--- config.mk ---
export PLATFORM = sky130hd
export DESIGN_NAME = alu_4
export DESIGN_NICKNAME = d
export VERILOG_FILES = /design/src/rtl/alu_4_pkg.sv /design/src/rtl/alu_4_core.sv /design/src/rtl/alu_4.sv
export SDC_FILE = /design/constraint.sdc
export NUM_CORES = 1
export LEC_CHECK = 0
export CAP_MARGIN = 20
export CORE_MARGIN = 2
export CORE_UTILIZATION = 30
export CTS_CLUSTER_SIZE = 28
export DETAILED_ROUTE_END_ITERATION = 8
export SLEW_MARGIN = 20
export SYNTH_ARGS = -nofsm -noshare
export SYNTH_HDL_FRONTEND = slang
export SYNTH_SLANG_ARGS = --single-unit
--- constraint.sdc ---
create_clock -name clk -period 2.5 [get_ports clk]
set_clock_uncertainty 0.15 [all_clocks]
set_input_delay 0.5 -clock clk [delete_from_list [all_inputs] [get_ports clk]]
set_output_delay 0.5 -clock clk [all_outputs]
set_load 0.1 [all_outputs]
--- src/rtl/alu_4_pkg.sv ---
// Shared ALU definitions: opcode encoding and default datapath width.
package alu_4_pkg;

  localparam int ALU_W = 4;

  typedef enum logic [1:0] {
    OP_ADD = 2'b00,
    OP_SUB = 2'b01,
    OP_AND = 2'b10,
    OP_XOR = 2'b11
  } alu_op_e;

endpackage

--- src/rtl/alu_4_core.sv ---
// Combinational ALU datapath (ADD/SUB with carry-borrow, AND, XOR); zero latency.
// No handshake: result follows operands every cycle, no backpressure.
module alu_4_core
  import alu_4_pkg::*;
#(
  parameter int WIDTH = ALU_W
) (
  input  logic [WIDTH-1:0] a,
  input  logic [WIDTH-1:0] b,
  input  logic [1:0]       f,
  input  logic             cci,
  output logic [WIDTH-1:0] nxt_d,
  output logic             nxt_co
);

  logic [WIDTH:0] a_ext;
  logic [WIDTH:0] b_ext;
  logic [WIDTH:0] c_ext;
  logic [WIDTH:0] sum;
  logic [WIDTH:0] diff;

  assign a_ext = {1'b0, a};
  assign b_ext = {1'b0, b};
  assign c_ext = {{WIDTH{1'b0}}, cci};

  // The extra MSB of the subtraction is the borrow: it is set exactly when a < b + cci.
  assign sum  = a_ext + b_ext + c_ext;
  assign diff = a_ext - b_ext - c_ext;

  always_comb begin
    nxt_d  = '0;
    nxt_co = 1'b0;
    case (f)
      OP_ADD: {nxt_co, nxt_d} = sum;
      OP_SUB: {nxt_co, nxt_d} = diff;
      OP_AND: nxt_d = a & b;
      OP_XOR: nxt_d = a ^ b;
      default: begin
        nxt_d  = '0;
        nxt_co = 1'b0;
      end
    endcase
  end

endmodule

--- src/rtl/alu_4.sv ---
// Registered 4-bit ALU: one operation per cycle, result visible 1 cycle after sampling.
// No handshake or backpressure; synchronous active-high reset clears d/co.
module alu_4
  import alu_4_pkg::*;
#(
  parameter int WIDTH = ALU_W
) (
  output logic [WIDTH-1:0] d,
  output logic             co,
  input  logic [WIDTH-1:0] a,
  input  logic [WIDTH-1:0] b,
  input  logic [1:0]       f,
  input  logic             cci,
  input  logic             clk,
  input  logic             rst
);

  logic [WIDTH-1:0] nxt_d;
  logic             nxt_co;
  logic [WIDTH-1:0] d_d;
  logic [WIDTH-1:0] d_q;
  logic             co_d;
  logic             co_q;

  alu_4_core #(
    .WIDTH (WIDTH)
  ) u_core (
    .a      (a),
    .b      (b),
    .f      (f),
    .cci    (cci),
    .nxt_d  (nxt_d),
    .nxt_co (nxt_co)
  );

  always_comb begin
    d_d  = nxt_d;
    co_d = nxt_co;
    if (rst) begin
      d_d  = '0;
      co_d = 1'b0;
    end
  end

  always_ff @(posedge clk) begin
    d_q  <= d_d;
    co_q <= co_d;
  end

  assign d  = d_q;
  assign co = co_q;

endmodule

# --- Yosys cells after proc, flatten, opt, wreduce, memory -nomap -nowiden ---
# Cells that the tools add are included.
# W data, S select, Z words.
word_totals:
  ff_bits: 5
  in_bits: 13
  output_inout_bits: 5
  elab_cells: 14
op_classes:
  addsub: 4
  n_eq_ne: 3
  n_mux: 2
  bitwise: 2
  reduce_logical: 1
op_table:
  columns: ["op", "count"]
  rows:
  - ["$pmux W4 S4", 1]
  - ["$add A4 B4 Y5", 1]
  - ["$add A5 B1 Y5", 1]
  - ["$sub A4 B4 Y5", 1]
  - ["$sub A5 B1 Y5", 1]
  - ["$and A4 B4 Y4", 1]
  - ["$eq A2 B2 Y1 const B", 2]
  - ["$xor A4 B4 Y4", 1]
  - ["$eq A2 B1 Y1 const B", 1]
  - ["$logic_not A2 Y1", 1]
  - ["$pmux W1 S2", 1]

# --- Depth between registers and ports, before layout ---
logic_depth:
  depth_word: 3
  ltp_mapped: 10

# --- By module ---
# A second synthesis with hierarchy kept.
unflattened:
  cells_unflattened: 65
  hier_area_um2: 604.3
modules_own_cells:
  columns: ["mod", "instances", "cells_per_inst", "area_each_um2", "seq_area_each_um2"]
  rows:
  - ["alu_4_core", 1, 55, 473.0, 0.0]
  - ["alu_4", 1, 10, 131.4, 100.1]

# --- Worst setup path after synthesis ---
# Ideal clock, no wire load.
synth_timing:
  path_type: "input -> register"
  startpoint: "input a[0]"
  endpoint: "register d_q[1] (netlist: d[1])"
  setup_ps: 114
  arrival_ps: 2379
  t_required_ps: 2236
  slack_ps: -142
  stages: 8
  n_path_buf: 0
  cell_sequence: "inv_1 fa_1 ha_1 nor2_1 fa_1 inv_1 mux4_2 nor2b_1"
synth_between:
  elab_chain_cells: 3
  elab_cells_between_ends: 5
  cone_classes: "4 x add/sub; 1 x mux"
synth_rtl:
  columns: ["element", "line", "source"]
  rows:
  - ["start: declaration", "alu_4.sv:10", "input logic [WIDTH-1:0] a,"]
  - ["$sub A4 B4 Y5 or $add A4 B4 Y5 (tied branches)", "alu_4_core.sv:28, alu_4_core.sv:27", null]
  - ["$sub A5 B1 Y5 or $add A5 B1 Y5 (tied branches)", "alu_4_core.sv:28, alu_4_core.sv:27", null]
  - ["$pmux W4 S4 *", "alu_4_core.sv:33", "case (f)"]
  - ["end signal: assignment", "alu_4.sv:46", "d_q <= d_d;"]
  - ["end: declaration", "alu_4.sv:21", "logic [WIDTH-1:0] d_q;"]
# Mark *: on every way between the ends. The rest lies on a longest branch, timed or not.
# A chain may end at the register's enable or synchronous reset.

# --- Final worst setup path ---
layout_timing:
  startpoint: "input b[0]"
  endpoint: "register d_q[1] (netlist: d[1])"
layout_between:
  elab_chain_cells: 3
  elab_cells_between_ends: 5
  cone_classes: "4 x add/sub; 1 x mux"
layout_rtl:
  columns: ["element", "line", "source"]
  rows:
  - ["start: declaration", "alu_4.sv:11", "input logic [WIDTH-1:0] b,"]
  - ["$sub A4 B4 Y5 or $add A4 B4 Y5 (tied branches)", "alu_4_core.sv:28, alu_4_core.sv:27", null]
  - ["$sub A5 B1 Y5 or $add A5 B1 Y5 (tied branches)", "alu_4_core.sv:28, alu_4_core.sv:27", null]
  - ["$pmux W4 S4 *", "alu_4_core.sv:33", null]
# Marked as above.

==> flow_metrics.py <==
metrics = {
    "power": {
        "p_seq_frac": 0.212,
        "p_int_uw": 254,
        "power_uw": 427,
        "switching_share": 0.405,
        "p_sw_uw": 173,
        "p_clk_frac": 0.211,
        "pwr_density_cell_nw_per_um2": 445,
        "p_leak_nw": 0.440,
        "ir_drop_uv": 197,
        "comb_power_share": 0.577,
    },
    "routing": {
        "drc": 0,
        "drt_iter0_drc": 0,
        "firstDrtPassIters": 1,
        "vias": 582,
        "ant_nets": 0,
        "wl_per_cell_um": 10.3,
        "viasPerCell": 4.51,
        "totalWireLength_mm": 1.32,
    },
    "yosys": {
        "syn_avg_cell_area_um2": 8.89,
        "yosys-top-cells-count": "inv_1 (13), ha_1 (10), dfxtp_1 (5), nor3_1 (5)",
        "syn_area_um2": 658,
        "yosysWarnings": 0,
        "syn-num-nets": 101,
        "yosysTopAreaCellShare": 0.190,
        "ys.flop_type": "dfxtp_1",
        "synth-seq-area-share": 0.152,
        "synth_edf_count": 0,
        "postSynthCellCount": 74,
        "ys_ff_latch": 5,
        "synth_most_common_cell": "inv_1",
        "synthTopCellsByArea": "ha_1 (19%), dfxtp_1 (15%), fa_1 (12%), inv_1 (7.4%), nor3b_1 (4.6%)",
        "synth-async-reset-ratio": 0,
        "ys_types": 26,
        "synth_top_area_cell": "ha_1",
    },
    "final_layout": {
        "drive_above_1_share": 0.343,
        "fin_nets": 130,
        "postLayoutCoreUtil": 0.474,
        "fin_area_um2": 958,
        "nFillCells": 204,
        "area_growth_pct": 45.6,
        "diodes": 0,
    },
    "placement": {
        "place_area_um2": 898,
        "io_buffer_count": 17,
        "place_congestion": 0.765,
        "preCtsSetupSlack_ns": -0.726,
        "dpl.hpwl_mm": 1.17,
    },
    "clock_tree": {
        "clk_pin_slew_ns": 0.04,
        "root_buffer": "clkbuf_4",
        "cts.path.max_buffers": 2,
        "cts_max_level": 1,
        "cts_buffers": 3,
        "ctsHoldBuffers": 0,
        "clock_sinks": 5,
        "cts_tree": "yes",
    },
    "sta": {
        "period_share": 1.03,
        "maxSlewHeadroom": 0.793,
        "drv_slew": 0,
        "worst-slew-pin-transition_ns": 0.311,
        "rsz0062_at_grt": "yes",
        "setup_viol": 2,
        "fmaxAchievable_ghz": 0.389,
        "hold_viol": 0,
        "min_period_ns": 2.57,
        "setup_slack_ns": -0.0692,
    },
    "die": {
        "io_pins": 18,
        "die_x_um": 50.8,
        "die_area_um2": 2580,
        "rows": 16,
        "core_area_um2": 2020,
        "start_util": 0.325,
        "fp.dieH_um": 50.8,
    },
    "grt": {
        "grt_pass1_vias": 600,
        "grt_pass1_wl_mm": 2.39,
        "grt-busiest-layer": "met2",
        "antenna_found_initial": 0,
        "grt_usage": 0.122,
        "met3_usage": 0.00877,
        "grt_max_degree": 13,
        "grt_overflow": 0,
        "grtUsageMet1": 0.145,
        "globalRouteMet2Util": 0.217,
    },
    "outcome": {
        "violations": "negative setup slack",
        "outcome": "complete, but fails checks",
    },
    "hold_path": {
        "holdPathStages": 5,
        "hp-start": "a[0]",
        "whs_endpoint": "d[0]",
        "hp-class": "input port to flip-flop",
    },
    "worst_setup_path": {
        "path_class": "input port to flip-flop",
        "end_kind": "flip-flop",
        "crit_arrival_ns": 2.54,
        "required_ns": 2.47,
        "critical_path_peak_fanout": 3,
        "crit_path_start_kind": "input port",
    },
    "flow_run": {
        "max_cap_viol_count": 0,
    },
}
## metrics by stage
stage / setup TNS (ns) / hold WS (ns) / cells
floorplan: -0.187 / 0.422 / 74
global placement: -2.29 / 0.845 / 124
detailed placement: -2.53 / 0.846 / 124
CTS: -0.174 / 0.739 / 129
global route: -0.276 / 0.783 / 129
finish: -0.100 / 0.747 / 129
## layout by cell type (no fill, tap or decap), types with 2 or more instances in the layout
| master | instances |
|---|---|
| ha_2 | 2 |
| xnor2_1 | 3 |
| inv_2 | 2 |
| o21ai_0 | 3 |
| nor3_1 | 5 |
| clkdlybuf4s50_1 | 9 |
| inv_1 | 9 |
| buf_4 | 16 |
| clkbuf_4 | 3 |
| fa_1 | 3 |
| inv_4 | 2 |
| nor3b_1 | 4 |
| ha_1 | 8 |
| mux2i_1 | 2 |
| dfxtp_1 | 5 |
| nor2_1 | 3 |
| nor2b_1 | 3 |
| a211oi_1 | 2 |
| buf_6 | 2 |
| a31oi_1 | 2 |
## state kept, by name, summed over array words and instances, names as in the netlist
name	flops
d	4
co	1
## per-layer routing
layer	vias to the layer above	wire length, um
met5	-	0
met4	0	0
met3	0	36
met2	11	646
met1	266	641
li1	305	-
## cells by family after synthesis
logic type      after synthesis  share of synthesized area
fa+ha+maj                    14                      0.312
compound gates               10                      0.116
mux                           4                     0.0817
flops                         5                      0.152
simple gates                 21                      0.184
xor+xnor                      3                     0.0399
buf+inv                      17                      0.114
## timing repair
item	in CTS	in global routing
pin swaps	4	7
setup buffers	1	0
setup endpoints to repair	4	3
resized for setup	20	7
## critical path, stage by stage
cell and delay, ns:
buf_8 0.08, inv_4 0.03, fa_1 0.59, ha_2 0.20, nor2_2 0.04, fa_2 0.52
inv_2 0.03, mux4_2 0.43, nor2b_1 0.14
## power by group through the flow
stage | Sequential [mW] | Clock, mW | Combinational [mW]
after floorplan | 0.155 | 0 | 0.101
after global placement | 0.0919 | 0 | 0.228
after detailed placement | 0.0921 | 0 | 0.235
after CTS | 0.0907 | 0.0946 | 0.242
after global routing | 0.0911 | 0.0982 | 0.269
final | 0.0906 | 0.0901 | 0.246
## layout make-up
type,instances,area (um2),area share
repair buffers,28,248,0.258
well taps,27,33.8,0.0352
inverters,13,53.8,0.0561
multi-input cells,52,497,0.518
flip-flops and latches,5,100,0.104
clock buffers,4,26.3,0.0274
## worst max-delay path by stage
stage,start,end,slack (ns),depth (start not counted)
2_1_floorplan,cci,d[1],-0.11,8
3_3_place_gp,cci,d[2],-0.66,10
3_5_place_dp,cci,d[1],-0.73,9
4_1_cts,b[0],d[1],-0.08,9
5_1_grt,b[0],d[1],-0.13,10
6_report,b[0],d[1],-0.07,9
(Power assumes the default switching activity.)
